[src/rtl/uart_mem_host_pkg.sv]
// uart_mem_host_pkg: shared states, opcodes and 8N1 frame constants for the UART memory host initiator
package uart_mem_host_pkg;
  typedef enum logic [2:0] {
    S_IDLE,
    S_SEND_OP,
    S_SEND_ADDR,
    S_SEND_DATA,
    S_WAIT_RSP,
    S_DONE
  } state_t;
  localparam logic [7:0] OP_WRITE = 8'h57;
  localparam logic [7:0] OP_READ = 8'h52;
  localparam logic START_BIT = 1'b0;
  localparam logic STOP_BIT = 1'b1;
  localparam int BITS_PER_FRAME = 10;
endpackage

[src/rtl/uart_mem_host_phy.sv]
// uart_byte_phy: 8N1 LSB-first byte serializer (gapless back-to-back) and deserializer with framing flag
module uart_byte_phy
  import uart_mem_host_pkg::*;
#(
  parameter int CLKS_PER_BIT = 868
) (
  input  logic       clk,
  input  logic       arst_n,
  input  logic [7:0] tx_data,
  input  logic       tx_valid,
  output logic       tx_ready,
  output logic       tx,
  input  logic       rx,
  output logic [7:0] rx_data,
  output logic       rx_valid,
  output logic       rx_ferr,
  output logic       rx_start
);
  localparam int BW = $clog2(CLKS_PER_BIT);
  localparam logic [BW-1:0] BAUD_LAST = BW'(CLKS_PER_BIT - 1);
  localparam logic [BW-1:0] BAUD_HALF = BW'(CLKS_PER_BIT / 2 - 1);
  localparam logic [3:0] BIT_LAST = 4'(BITS_PER_FRAME - 1);
  logic [BITS_PER_FRAME-1:0] tx_frame;
  logic [3:0] tx_bit, rx_bit;
  logic [BW-1:0] tx_baud, rx_baud;
  logic tx_act, tx_last, rx_s1, rx_s2, rx_d, rx_act, rx_tick;
  assign tx_last = tx_act && tx_bit == BIT_LAST && tx_baud == BAUD_LAST;
  assign tx_ready = !tx_act || tx_last;
  assign tx = tx_act ? tx_frame[0] : STOP_BIT;
  assign rx_tick = rx_act && rx_baud == (rx_bit == 4'd0 ? BAUD_HALF : BAUD_LAST);
  // Transmit shifter; a new byte reloads on the final stop-bit cycle so frames run without gaps
  always_ff @(posedge clk or negedge arst_n)
    if (!arst_n) begin
      tx_act <= 1'b0;
      tx_frame <= '1;
      tx_bit <= '0;
      tx_baud <= '0;
    end else if (tx_valid && tx_ready) begin
      tx_act <= 1'b1;
      tx_frame <= {STOP_BIT, tx_data, START_BIT};
      tx_bit <= '0;
      tx_baud <= '0;
    end else if (tx_last) begin
      tx_act <= 1'b0;
    end else if (tx_act) begin
      tx_baud <= tx_baud == BAUD_LAST ? '0 : tx_baud + BW'(1);
      if (tx_baud == BAUD_LAST) begin
        tx_frame <= {STOP_BIT, tx_frame[BITS_PER_FRAME-1:1]};
        tx_bit <= tx_bit + 4'd1;
      end
    end
  // Two-flop synchronizer plus one history flop for falling-edge detection
  always_ff @(posedge clk or negedge arst_n)
    if (!arst_n) {rx_s1, rx_s2, rx_d} <= 3'b111;
    else {rx_s1, rx_s2, rx_d} <= {rx, rx_s1, rx_s2};
  // Receive sequencer: start re-checked at mid-bit (glitch returns to idle), data and stop sampled at bit centres
  always_ff @(posedge clk or negedge arst_n)
    if (!arst_n) begin
      rx_act <= 1'b0;
      rx_bit <= '0;
      rx_baud <= '0;
      rx_data <= '0;
      rx_valid <= 1'b0;
      rx_ferr <= 1'b0;
      rx_start <= 1'b0;
    end else begin
      rx_valid <= 1'b0;
      rx_start <= 1'b0;
      if (!rx_act) begin
        rx_act <= rx_d && !rx_s2;
        rx_bit <= '0;
        rx_baud <= '0;
      end else if (!rx_tick) begin
        rx_baud <= rx_baud + BW'(1);
      end else begin
        rx_baud <= '0;
        rx_bit <= rx_bit + 4'd1;
        if (rx_bit == 4'd0) begin
          rx_act <= !rx_s2;
          rx_start <= !rx_s2;
        end else if (rx_bit == BIT_LAST) begin
          rx_act <= 1'b0;
          rx_valid <= 1'b1;
          rx_ferr <= rx_s2 != STOP_BIT;
        end else begin
          rx_data <= {rx_s2, rx_data[7:1]};
        end
      end
    end
endmodule

[src/rtl/uart_mem_host_initiator.sv]
// uart_mem_host_initiator: turns read/write requests into UART command frames and collects read data; UART_HOST_TIMEOUT_EN adds a read-response idle timeout
module uart_mem_host_initiator
  import uart_mem_host_pkg::*;
#(
  parameter int NUM_BYTES_DATA = 4,
  parameter int NUM_BYTES_ADDRESS = 1,
  parameter int CLKS_PER_BIT = 868,
  parameter int TIMEOUT_CYCLES = 1000000
) (
  input  logic                           clk,
  input  logic                           arst_n,
  input  logic                           req_valid,
  output logic                           req_ready,
  input  logic                           req_write,
  input  logic [NUM_BYTES_ADDRESS*8-1:0] req_addr,
  input  logic [NUM_BYTES_DATA*8-1:0]    req_wdata,
  output logic                           rsp_valid,
  output logic [NUM_BYTES_DATA*8-1:0]    rsp_rdata,
  output logic                           rsp_err,
  output logic                           busy,
  input  logic                           rx,
  output logic                           tx
);
  localparam int AW = NUM_BYTES_ADDRESS * 8;
  localparam int DW = NUM_BYTES_DATA * 8;
  localparam int MAXB = NUM_BYTES_DATA > NUM_BYTES_ADDRESS ? NUM_BYTES_DATA : NUM_BYTES_ADDRESS;
  localparam int CW = MAXB > 1 ? $clog2(MAXB) : 1;
  localparam logic [CW-1:0] LAST_A = CW'(NUM_BYTES_ADDRESS - 1);
  localparam logic [CW-1:0] LAST_D = CW'(NUM_BYTES_DATA - 1);
  state_t state, state_nx;
  logic [CW-1:0] cnt, cnt_nx;
  logic [AW-1:0] addr_q;
  logic [DW-1:0] wdata_q, acc, acc_nx;
  logic write_q, err_q, err_nx, ready_en, timeout;
  logic [7:0] tx_data, rx_data;
  logic tx_valid, tx_ready, rx_valid, rx_ferr, rx_start;
  assign req_ready = ready_en && state == S_IDLE;
  assign busy = state != S_IDLE;
  assign rsp_valid = state == S_DONE;
  uart_byte_phy #(.CLKS_PER_BIT(CLKS_PER_BIT)) u_phy (
    .clk(clk),
    .arst_n(arst_n),
    .tx_data(tx_data),
    .tx_valid(tx_valid),
    .tx_ready(tx_ready),
    .tx(tx),
    .rx(rx),
    .rx_data(rx_data),
    .rx_valid(rx_valid),
    .rx_ferr(rx_ferr),
    .rx_start(rx_start)
  );
`ifdef UART_HOST_TIMEOUT_EN
  localparam int TW = $clog2(TIMEOUT_CYCLES + 1);
  logic [TW-1:0] to_cnt;
  // Response idle timer, held clear outside WAIT_RSP and restarted by each validated start bit
  always_ff @(posedge clk or negedge arst_n)
    if (!arst_n) to_cnt <= '0;
    else to_cnt <= state != S_WAIT_RSP || rx_start ? '0 : to_cnt + TW'(1);
  assign timeout = state == S_WAIT_RSP && to_cnt == TW'(TIMEOUT_CYCLES - 1);
`else
  logic unused_to;
  assign timeout = 1'b0;
  assign unused_to = rx_start ^ (TIMEOUT_CYCLES > 0);
`endif
  // Next state, next byte to hand to the serializer, and read-word assembly
  always_comb begin
    state_nx = state;
    cnt_nx = cnt;
    tx_valid = 1'b0;
    tx_data = 8'h00;
    acc_nx = acc;
    err_nx = err_q;
    case (state)
      S_IDLE: begin
        tx_valid = req_valid && req_ready;
        tx_data = req_write ? OP_WRITE : OP_READ;
        acc_nx = '0;
        err_nx = 1'b0;
        cnt_nx = '0;
        if (tx_valid) state_nx = S_SEND_OP;
      end
      S_SEND_OP: begin
        tx_valid = 1'b1;
        tx_data = addr_q[7:0];
        if (tx_ready) state_nx = S_SEND_ADDR;
      end
      S_SEND_ADDR: if (tx_ready) begin
        if (cnt == LAST_A) begin
          cnt_nx = '0;
          tx_valid = write_q;
          tx_data = wdata_q[7:0];
          state_nx = write_q ? S_SEND_DATA : S_WAIT_RSP;
        end else begin
          cnt_nx = cnt + CW'(1);
          tx_valid = 1'b1;
          tx_data = addr_q[8*cnt_nx +: 8];
        end
      end
      S_SEND_DATA: if (tx_ready) begin
        if (cnt == LAST_D) begin
          cnt_nx = '0;
          state_nx = S_DONE;
        end else begin
          cnt_nx = cnt + CW'(1);
          tx_valid = 1'b1;
          tx_data = wdata_q[8*cnt_nx +: 8];
        end
      end
      S_WAIT_RSP: begin
        if (rx_valid) begin
          acc_nx[8*cnt +: 8] = rx_data;
          err_nx = err_q || rx_ferr;
          cnt_nx = cnt + CW'(1);
        end
        if (timeout || (rx_valid && cnt == LAST_D)) begin
          cnt_nx = '0;
          state_nx = S_DONE;
        end
      end
      S_DONE: state_nx = S_IDLE;
      default: state_nx = S_IDLE;
    endcase
  end
  // State, request latches and completion registers that hold until the next completion
  always_ff @(posedge clk or negedge arst_n)
    if (!arst_n) begin
      state <= S_IDLE;
      cnt <= '0;
      ready_en <= 1'b0;
      write_q <= 1'b0;
      addr_q <= '0;
      wdata_q <= '0;
      acc <= '0;
      err_q <= 1'b0;
      rsp_rdata <= '0;
      rsp_err <= 1'b0;
    end else begin
      state <= state_nx;
      cnt <= cnt_nx;
      ready_en <= 1'b1;
      acc <= acc_nx;
      err_q <= err_nx;
      if (state == S_IDLE && tx_valid) begin
        write_q <= req_write;
        addr_q <= req_addr;
        wdata_q <= req_wdata;
      end
      if (state != S_DONE && state_nx == S_DONE) begin
        rsp_rdata <= write_q || timeout ? '0 : acc_nx;
        rsp_err <= timeout || err_nx;
      end
    end
endmodule

[config.mk]
export PLATFORM = sky130hd
export DESIGN_NAME = uart_mem_host_initiator
export DESIGN_NICKNAME = d
export VERILOG_FILES = /design/src/rtl/uart_mem_host_pkg.sv /design/src/rtl/uart_mem_host_phy.sv /design/src/rtl/uart_mem_host_initiator.sv
export SDC_FILE = /design/constraint.sdc
export NUM_CORES = 1
export LEC_CHECK = 0
export ABC_AREA = 1
export CAP_MARGIN = 0
export CELL_PAD_IN_SITES_DETAIL_PLACEMENT = 1
export CELL_PAD_IN_SITES_GLOBAL_PLACEMENT = 2
export CORE_MARGIN = 8
export CORE_UTILIZATION = 25
export DETAILED_ROUTE_END_ITERATION = 8
export PLACE_DENSITY = 0.69
export SYNTH_ARGS = -nofsm -noshare
export SYNTH_HDL_FRONTEND = slang
export SYNTH_SLANG_ARGS = --single-unit
[constraint.sdc]
create_clock -name clk -period 2.4 [get_ports clk]
set_input_delay 0.6 -clock clk [delete_from_list [all_inputs] [get_ports clk]]
set_output_delay 0.6 -clock clk [all_outputs]
set_load 0.005 [all_outputs]
## Yosys cells after proc, flatten, opt, wreduce, memory -nomap -nowiden

Index checks and enable logic that the tools add are counted.

| cells by class | value |
|---|---|
| $add $sub $neg | 6 |
| bitwise operators | 3 |
| mux-type cells | 61 |
| eq/ne operators | 17 |
| shift operators | 4 |
| reductions and logical operators | 27 |

Operator list:

| operator | number |
|---|---|
| 10-bit two-way mux | 11 |
| 32-bit two-way mux | 2 |
| 32-bit case mux with 2 select lines | 1 |
| 5-bit negator with 34-bit output | 1 |
| 8-bit by 34-bit variable shift with 32-bit output, first input constant | 1 |
| 8-bit by 34-bit indexed part select with 32-bit output | 1 |
| 32-bit bitwise mux | 1 |
| 8-bit two-way mux | 4 |
| 8-bit case mux with 4 select lines | 1 |
| 32-bit by 6-bit indexed part select with 8-bit output | 1 |
| 3-bit two-way mux | 9 |
| 4-bit two-way mux | 6 |
| 10-bit by 1-bit adder with 10-bit output, second input constant | 2 |
| 1-bit two-way mux | 16 |
| 3-bit case mux with 5 select lines | 1 |
| 2-bit two-way mux | 6 |
| 4-bit AND reduction | 3 |
| 10-bit == test | 1 |
| 10-bit == test, second input constant | 1 |
| 1-bit logical AND | 10 |
| 3-bit == test, second input constant | 3 |
| 4-bit by 1-bit adder with 4-bit output, second input constant | 2 |
| 4-bit == test, second input constant | 2 |
| 2-bit case mux with 4 select lines | 1 |
| other kinds (22) | 31 |

| storage, ports and cells | value |
|---|---|
| bits of input ports | 45 |
| register bits | 166 |
| output and inout port bits | 37 |

## Longest topological paths before layout

Gate-level depths: netlist of the first run.

| depth | value |
|---|---|
| depth after elaboration | 9 |
| gate-level depth with buffers | 15 |

## By module

A second synthesis of the first run with hierarchy kept.

| unflattened totals | value |
|---|---|
| cells, all modules | 1048 |
| area total of the unflattened synthesis | 8500.7 µm² |

Modules (own cells, without submodules):

| module | instances | cells an instance | area an instance (µm²) | seq. area each (µm²) |
|---|---|---|---|---|
| uart_mem_host_initiator | 1 | 709 | 5708.0 | 2827.7 |
| uart_byte_phy | 1 | 339 | 2792.7 | 1341.3 |

## Least setup slack after synthesis of the first run

OpenSTA, ideal clock, no wires.

| path | value |
|---|---|
| path kind | register to register |
| from | register cnt[0] |
| to | register rsp_rdata[25] |
| setup time | 0.065 ns |
| slack | 0.306 ns |
| required time | 2.335 ns |
| arrival | 2.029 ns |
| path buffers | 3 |
| stages on the path, launching flop included | 13 |
| path through | dfrtp_1 -> buf_2 -> inv_1 -> ha_1 -> buf_2 -> inv_1 -> clkbuf_1 -> nand2_1 -> o21ai_0 -> nand2_1 -> a21oi_1 -> nand3_1 -> nand2_1 |

| on the way | value |
|---|---|
| word-level cells in the longest chain between the ends | 6 |
| elaborated cells between the ends (all ways) | 18 |
| those cells by class | add/sub: 1; eq/ne: 2; shift: 2; mux: 10; reduce/logical: 3 |

Ends and longest elaborated chain:

| element | RTL line | RTL |
|---|---|---|
| from (decl) | uart_mem_host_initiator.sv:31 | `logic [CW-1:0] cnt, cnt_nx;` |
| from (signal assigned) | uart_mem_host_initiator.sv:140 | `cnt <= cnt_nx;` |
| 5-bit negator with 34-bit output, or another cell as far along | uart_mem_host_initiator.sv:112 | `acc_nx[8*cnt +: 8] = rx_data;` |
| 8-bit by 34-bit indexed part select with 32-bit output, or another cell as far along | uart_mem_host_initiator.sv:112 |  |
| 32-bit bitwise mux, or another cell as far along | uart_mem_host_initiator.sv:112 |  |
| 32-bit two-way mux or 3-bit case mux with 5 select lines (tied branches) | uart_mem_host_initiator.sv:111, uart_mem_host_initiator.sv:74 |  |
| 32-bit case mux with 2 select lines or 3-bit == test (tied branches) | uart_mem_host_initiator.sv:74, uart_mem_host_initiator.sv:149 |  |
| 32-bit two-way mux or 1-bit logical AND (tied branches) | uart_mem_host_initiator.sv:150, uart_mem_host_initiator.sv:149 |  |
| to (signal assigned) | uart_mem_host_initiator.sv:150 | `rsp_rdata <= write_q \|\| timeout ? '0 : acc_nx;` |
| to (decl) | uart_mem_host_initiator.sv:18 | `output logic [NUM_BYTES_DATA*8-1:0] rsp_rdata,` |

Parallel ways exist; a longest one is shown, timed or not.
A chain may end at the register's enable or synchronous reset.

## Final worst setup path of the first run

| path | value |
|---|---|
| from | register state[1] |
| to | output port busy |

| on the way | value |
|---|---|
| word-level cells in the longest chain between the ends | 1 |

Ends and longest elaborated chain:

| element | RTL line | RTL |
|---|---|---|
| from (decl) | uart_mem_host_initiator.sv:30 | `state_t state, state_nx;` |
| from (signal assigned) | uart_mem_host_initiator.sv:139 | `state <= state_nx;` |
| 3-bit nonzero test | uart_mem_host_initiator.sv:38 | `assign busy = state != S_IDLE;` |
| to (decl) | uart_mem_host_initiator.sv:20 | `output logic busy,` |

Every way passes these cells.

==> results.yml, run 1 <==
outcome:
  status: "finished, final reports clean"
yosys:
  yosys_warnings: 0
  synth-edff-count: 0
  yosysTopAreaCellShare_pct: 46.4
  synth_area_leaders: "dfrtp_1, nand2_1, nand3_1, dfstp_2, inv_1"
  syn_avg_cell_area_um2: 7.50
  synth_cell_type_count: 36
  ys_top_cells_by_count: "nand2_1, dfrtp_1, nand3_1"
  synth_top_area_cell: "dfrtp_1"
  dominantRegCellSynth: "dfrtp_1"
  synth_nets: 1157
  async_flop_share_pct: 100
  ys_ff_latch: 165
  yosysSeqAreaShare_pct: 50.2
  syn_inst: 1100
  syn-cell-area_um2: 8250
  yosysMostFrequentCell: "nand2_1"
floorplan:
  die_area_um2: 39100
  start_util_pct: 25.4
  die_w_um: 198
  rows: 66
  io_pins: 82
  coreArea_um2: 32500
  die_y_um: 198
cts:
  cts.clk_slew.worst_paths_ns: 0.08
  h-tree-depth: 4
  clockBufferDepth: 2
  cts_buffers: 17
  root_buffer: "clkbuf_16"
  ctsHoldBuffers: 0
  clock-sinks: 165
  cts_tree: "done"
  insertion_delay_ns: 0.44
worst_setup_path:
  start_kind: "register"
  worstPathRequired_ns: 1.80
  cp_max_fo: 3
  cp_data_arrival_time_ns: 1.72
  end_kind: "output port"
  criticalPathCategory: "reg -> out"
power:
  clockPowerShare_pct: 47.0
  ir_drop_mv: 0.472
  swShare_pct: 25.1
  combPwrFrac_pct: 4.9
  power.internal_w: 0.00454
  switchingPower_w: 0.00152
  seq_power_share_pct: 48.1
  powerDensity_nw_per_um2: 585
  leakage_nw: 5.19
grt:
  grt_pass1_wl_um: 42500
  antenna_found_initial: 0
  track_usage_pct: 13.6
  grt_max_degree: 62
  grt_pass1_vias: 7770
  grt_overflow: 0
placed_design:
  numPortBuffers: 81
  dp_cells: 1614
  dpl_cell_area_um2: 9720
  dp_hpwl_um: 18100
  gp_congestion: 0.773
route:
  firstDrtPassIters: 4
  ant_nets: 0
  wire_per_inst_um: 15.2
  drt_iter0_drc: 378
  vias: 7260
  drt_wl_total_um: 25000
  drcViolationCount: 0
  vias_per_cell: 4.41
finish:
  final_layout_size_suffix_gt1_share_pct: 8.21
  fillCellCount: 4016
  design_area_um2: 10400
  nNetsFinal: 1251
  final_cells: 1648
  n_antenna_cell: 0
  syn2layout_area_growth_pct: 25.5
  multi_input_area_um2: 3570
  seq_area_um2: 4150
sta:
  period_minus_slack_ns: 2.32
  fin_hold_ws_ns: 0.0844
  finalCritPeriodShare_pct: 96.5
  report.final.slew_viol_count: 0
  fin_worst_skew_ns: 0.0127
  setup_viol: 0
  fmax_mhz: 432
  final.setup.tns_ns: 0
  rsz0062_at_grt: "false"
  hold_viol_final: 0
worst_hold_path:
  hp-class: "in -> async"
run:
  maxCapViolCount: 0
## cells in the final DEF, fill, tap and decap left out, types with 3 or more instances in the layout
master	instances
inv_2	4
o211ai_1	16
o21ai_0	46
nand2_1	477
dfrtp_2	3
clkinv_4	4
dfrtp_1	150
nand3_1	101
nor3_1	10
ha_1	12
nor2_1	56
dfstp_2	12
inv_1	81
o21ai_1	8
nand4_1	6
clkbuf_16	17
clkdlybuf4s50_1	79
nor2_2	4
clkinv_1	4
a21oi_1	47
buf_4	29
xor2_1	4
buf_12	6
## worst paths after layout
| path | from | endpoint | slack (ns) | cells after the start |
|---|---|---|---|---|
| min in group clk | u_phy.rx_s1 | u_phy.rx_s2 | 0.36 | 0 |
| hold / removal | arst_n | wdata_q[11] | 0.08 | 1 |
| setup / recovery | state[1] | busy | 0.08 | 4 |
| max in group asynchronous | arst_n | u_phy.tx_frame[8] | 1.60 | 2 |
| setup reg to reg | cnt[1] | rsp_rdata[7] | 0.29 | 9 |
| hold reg to reg | u_phy.rx_s1 | u_phy.rx_s2 | 0.36 | 0 |
## stage by stage
stage / total power (W) / util [%] / worst slack, ns
detailed placement: 0.00328 / 29.9 / 0.202
CTS: 0.00618 / 31.8 / 0.000591
global placement: 0.00327 / 29.9 / 0.263
finish: 0.00606 / 31.8 / 0.0848
global route: 0.00632 / 31.8 / 0.0265
floorplan: 0.00307 / - / 0.306
## repair_timing
| action | in CTS | in global routing |
|---|---|---|
| setup buffers | 2 | 1 |
| pin swaps | 0 | 1 |
| endpoints found under the setup margin | 3 | 4 |
| gates resized for setup | 3 | 4 |
## routing by layer
metal	share of wire, %	global-route usage [%]
met5	0	0
met4	1.2	3.84
met3	2.6	2.11
met2	46	21.5
met1	50	18.9
## sequential cells by signal (all words and copies together), names as in the netlist, 4 cells and up
register        cells
acc                32
rsp_rdata          32
wdata_q            32
u_phy.rx_baud      10
u_phy.tx_baud      10
u_phy.tx_frame      9
addr_q              8
u_phy.rx_data       8
u_phy.rx_bit        4
u_phy.tx_bit        4
## power by group through the flow
| stage | logic (W) | clock network, W | registers [W] |
|---|---|---|---|
| floorplan | 0.000127 | 0 | 0.00295 |
| global placement | 0.000304 | 0 | 0.00296 |
| detailed placement | 0.000311 | 0 | 0.00297 |
| CTS | 0.000311 | 0.00295 | 0.00291 |
| global route | 0.000349 | 0.00305 | 0.00293 |
| finish | 0.000298 | 0.00285 | 0.00291 |
## kinds of logic (layout without fill, tap and decap cells)
group | count (synthesis) | in the layout | share of synthesized area (%)
buffers and inverters | 130 | 236 | 6.64
DFF | 165 | 165 | 50.2
AOI/OAI and AO/OA | 122 | 122 | 8.04
other | 1 | 1 | 0.0454
and+or+nand+nor | 666 | 666 | 32.8
adders and majority gates | 12 | 12 | 1.82
xor gates and xnor gates | 4 | 4 | 0.424
## critical path, stage by stage (launching register included)
cell	delay (ns)
dfrtp_2	0.43
nor2_2	0.14
nand2_1	0.10
buf_4	0.16
clkdlybuf4s50_1	0.45
## cell type report
type,count,area share (%)
sequential,165,40.1
tap,442,5.34
timing repair buffer,116,11.1
clock buffer,17,4.11
clock inverter,14,1.66
inverter,89,3.23
multi-input combinational,805,34.5
Note: power is estimated with default switching activity, not from simulation.
==> inputs of run 2 (changes only) <==
CORE_UTILIZATION = 34   (was 25)
CTS_BUF_LIST = sky130_fd_sc_hd__clkbuf_8   (was default)
PLACE_DENSITY = 0.87   (was 0.69)
==> run 2 against run 1 <==
Against the previous run:
- register-to-register slack got worse by 0.09 ns
- core utilization rose by 9.6 points
- global-route usage rose by 3.5 points
- critical path type unchanged
- largest power group unchanged
- highest routed layer unchanged
==> results.yml, run 2 (synthesized netlist as in run 1, its figures left out) <==
floorplan:
  coreArea_um2: 24100
  die_area_um2: 29500
  die_y_um: 172
  start_util_pct: 34.2
  io_pins: 82
  die_w_um: 172
  rows: 57
finish:
  final_layout_size_suffix_gt1_share_pct: 7.98
  final_cells: 1528
  syn2layout_area_growth_pct: 20.9
  mostFrequentLayoutCells: "nand2_1, dfrtp_1, nand3_1"
  top_regs: "acc: 32 flops, rsp_rdata: 32 flops, wdata_q: 32 flops"
  design_area_um2: 9980
  layout_commonest_cell: "nand2_1"
  nNetsFinal: 1247
cts:
  insertion_delay_ns: 0.47
  cts_tree: "done"
  cts_buffers: 17
  root_buffer: "clkbuf_8"
  clock-sinks: 165
  clockBufferDepth: 2
  cts.clk_slew.worst_paths_ns: 0.11
  h-tree-depth: 4
worst_setup_path:
  crit-reg2reg-launch: "cnt[0]"
  end_kind: "output port"
  cp_data_arrival_time_ns: 1.70
  cp_max_fo: 5
  reg2reg_slack_ns: 0.20
  criticalPathCategory: "reg -> out"
  r2r_end: "rsp_rdata[7]"
  start_kind: "register"
  worstPathRequired_ns: 1.80
  r2r_cells: 11
route:
  vias: 7297
  ant_nets: 0
  firstDrtPassIters: 4
  wire_per_inst_um: 15.4
  drt_iter0_drc: 364
  met2_length_um: 10900
  drcViolationCount: 0
  drt_wl_total_um: 23500
  met1Wirelength_um: 11600
  vias_per_cell: 4.78
  wl_met3_um: 634
  routed.top_layer: "met4"
run:
  maxCapViolCount: 0
sta:
  hold_viol_final: 0
  fmax_mhz: 435
  final.setup.tns_ns: 0
  fin_worst_skew_ns: 0.0258
  finalCritPeriodShare_pct: 95.8
  period_minus_slack_ns: 2.30
  rsz0062_at_grt: "false"
  setup_viol: 0
  report.final.slew_viol_count: 0
power:
  ir_drop_mv: 0.369
  powerDensity_nw_per_um2: 522
  power_w: 0.00521
  leakage_nw: 5.07
grt:
  grt_max_degree: 62
  grt_overflow: 0
  grt_pass1_vias: 7772
  track_usage_pct: 17.1
  grt_pass1_wl_um: 40400
  antenna_found_initial: 0
worst_hold_path:
  hp-class: "in -> async"
placed_design:
  numPortBuffers: 81
  dp_hpwl_um: 16900
  gp_congestion: 0.797
  dp_cells: 1492
  dpl_cell_area_um2: 9540
outcome:
  status: "finished, final reports clean"
run 2: changes by cell type in the layout (fill, tap and decap cells not counted), sizes merged:
| cell | before | now |
|---|---|---|
| bufinv | 2 | 0 |
| buf | 36 | 32 |
| clkinv | 10 | 9 |
| inv | 89 | 93 |
| diode | 0 | 1 |
run 2: worst max-delay path, stage by stage, from the launching register on:
cell             delay [ns]
dfrtp_2                0.46
inv_2                  0.12
nand2_2                0.07
buf_4                  0.15
clkdlybuf4s50_1        0.45
run 2: through the flow:
stage / worst slack, ns / hold WS [ns] / util [%]
after floorplan: 0.306 / 0.304 / -
after global placement: 0.197 / 0.346 / 39.6
after detailed placement: 0.132 / 0.350 / 39.6
after CTS: 0.0318 / 0.0331 / 41.3
after global routing: 0.000796 / 0.0302 / 41.4
final: 0.101 / 0.0534 / 41.4
run 2: worst max-delay path by stage:
| stage | to | from | cells after the start |
|---|---|---|---|
| 3_3_place_gp | rsp_rdata[5] | req_valid | 8 |
| 5_1_grt | rsp_rdata[5] | cnt[0] | 11 |
| 6_report | busy | state[2] | 4 |
| 2_1_floorplan | rsp_rdata[25] | cnt[0] | 12 |
| 4_1_cts | req_ready | state[1] | 4 |
| 3_5_place_dp | rsp_rdata[25] | req_valid | 8 |
run 2: cell type report:
cell class	instances	area, µm²
Multi-Input combinational cell	805	3580
Clock buffer	17	234
Fill cell	3014	14100
Tap cell	324	405
Sequential cell	165	4150
Timing Repair Buffer	112	1120
Clock inverter	15	156
Antenna cell	1	2.50
Inverter	89	334
run 2: metal layers:
layer | vias up | GRT usage [%]
met5 | - | 0
met4 | 0 | 4.61
met3 | 17 | 2.62
met2 | 79 | 28.1
met1 | 3529 | 23.1
li1 | 3672 | -
run 2: report_power, final:
part | internal (W) | switching, W
Combinational | 0.000137 | 0.000166
Sequential | 0.00284 | 0.0000693
Clock | 0.000781 | 0.00121
Total | 0.00376 | 0.00145
run 2: timing repair:
item	CTS	global route
hold buffers	0	0
setup buffers	3	0
gates resized for setup	5	3
endpoints found under the setup margin	2	2
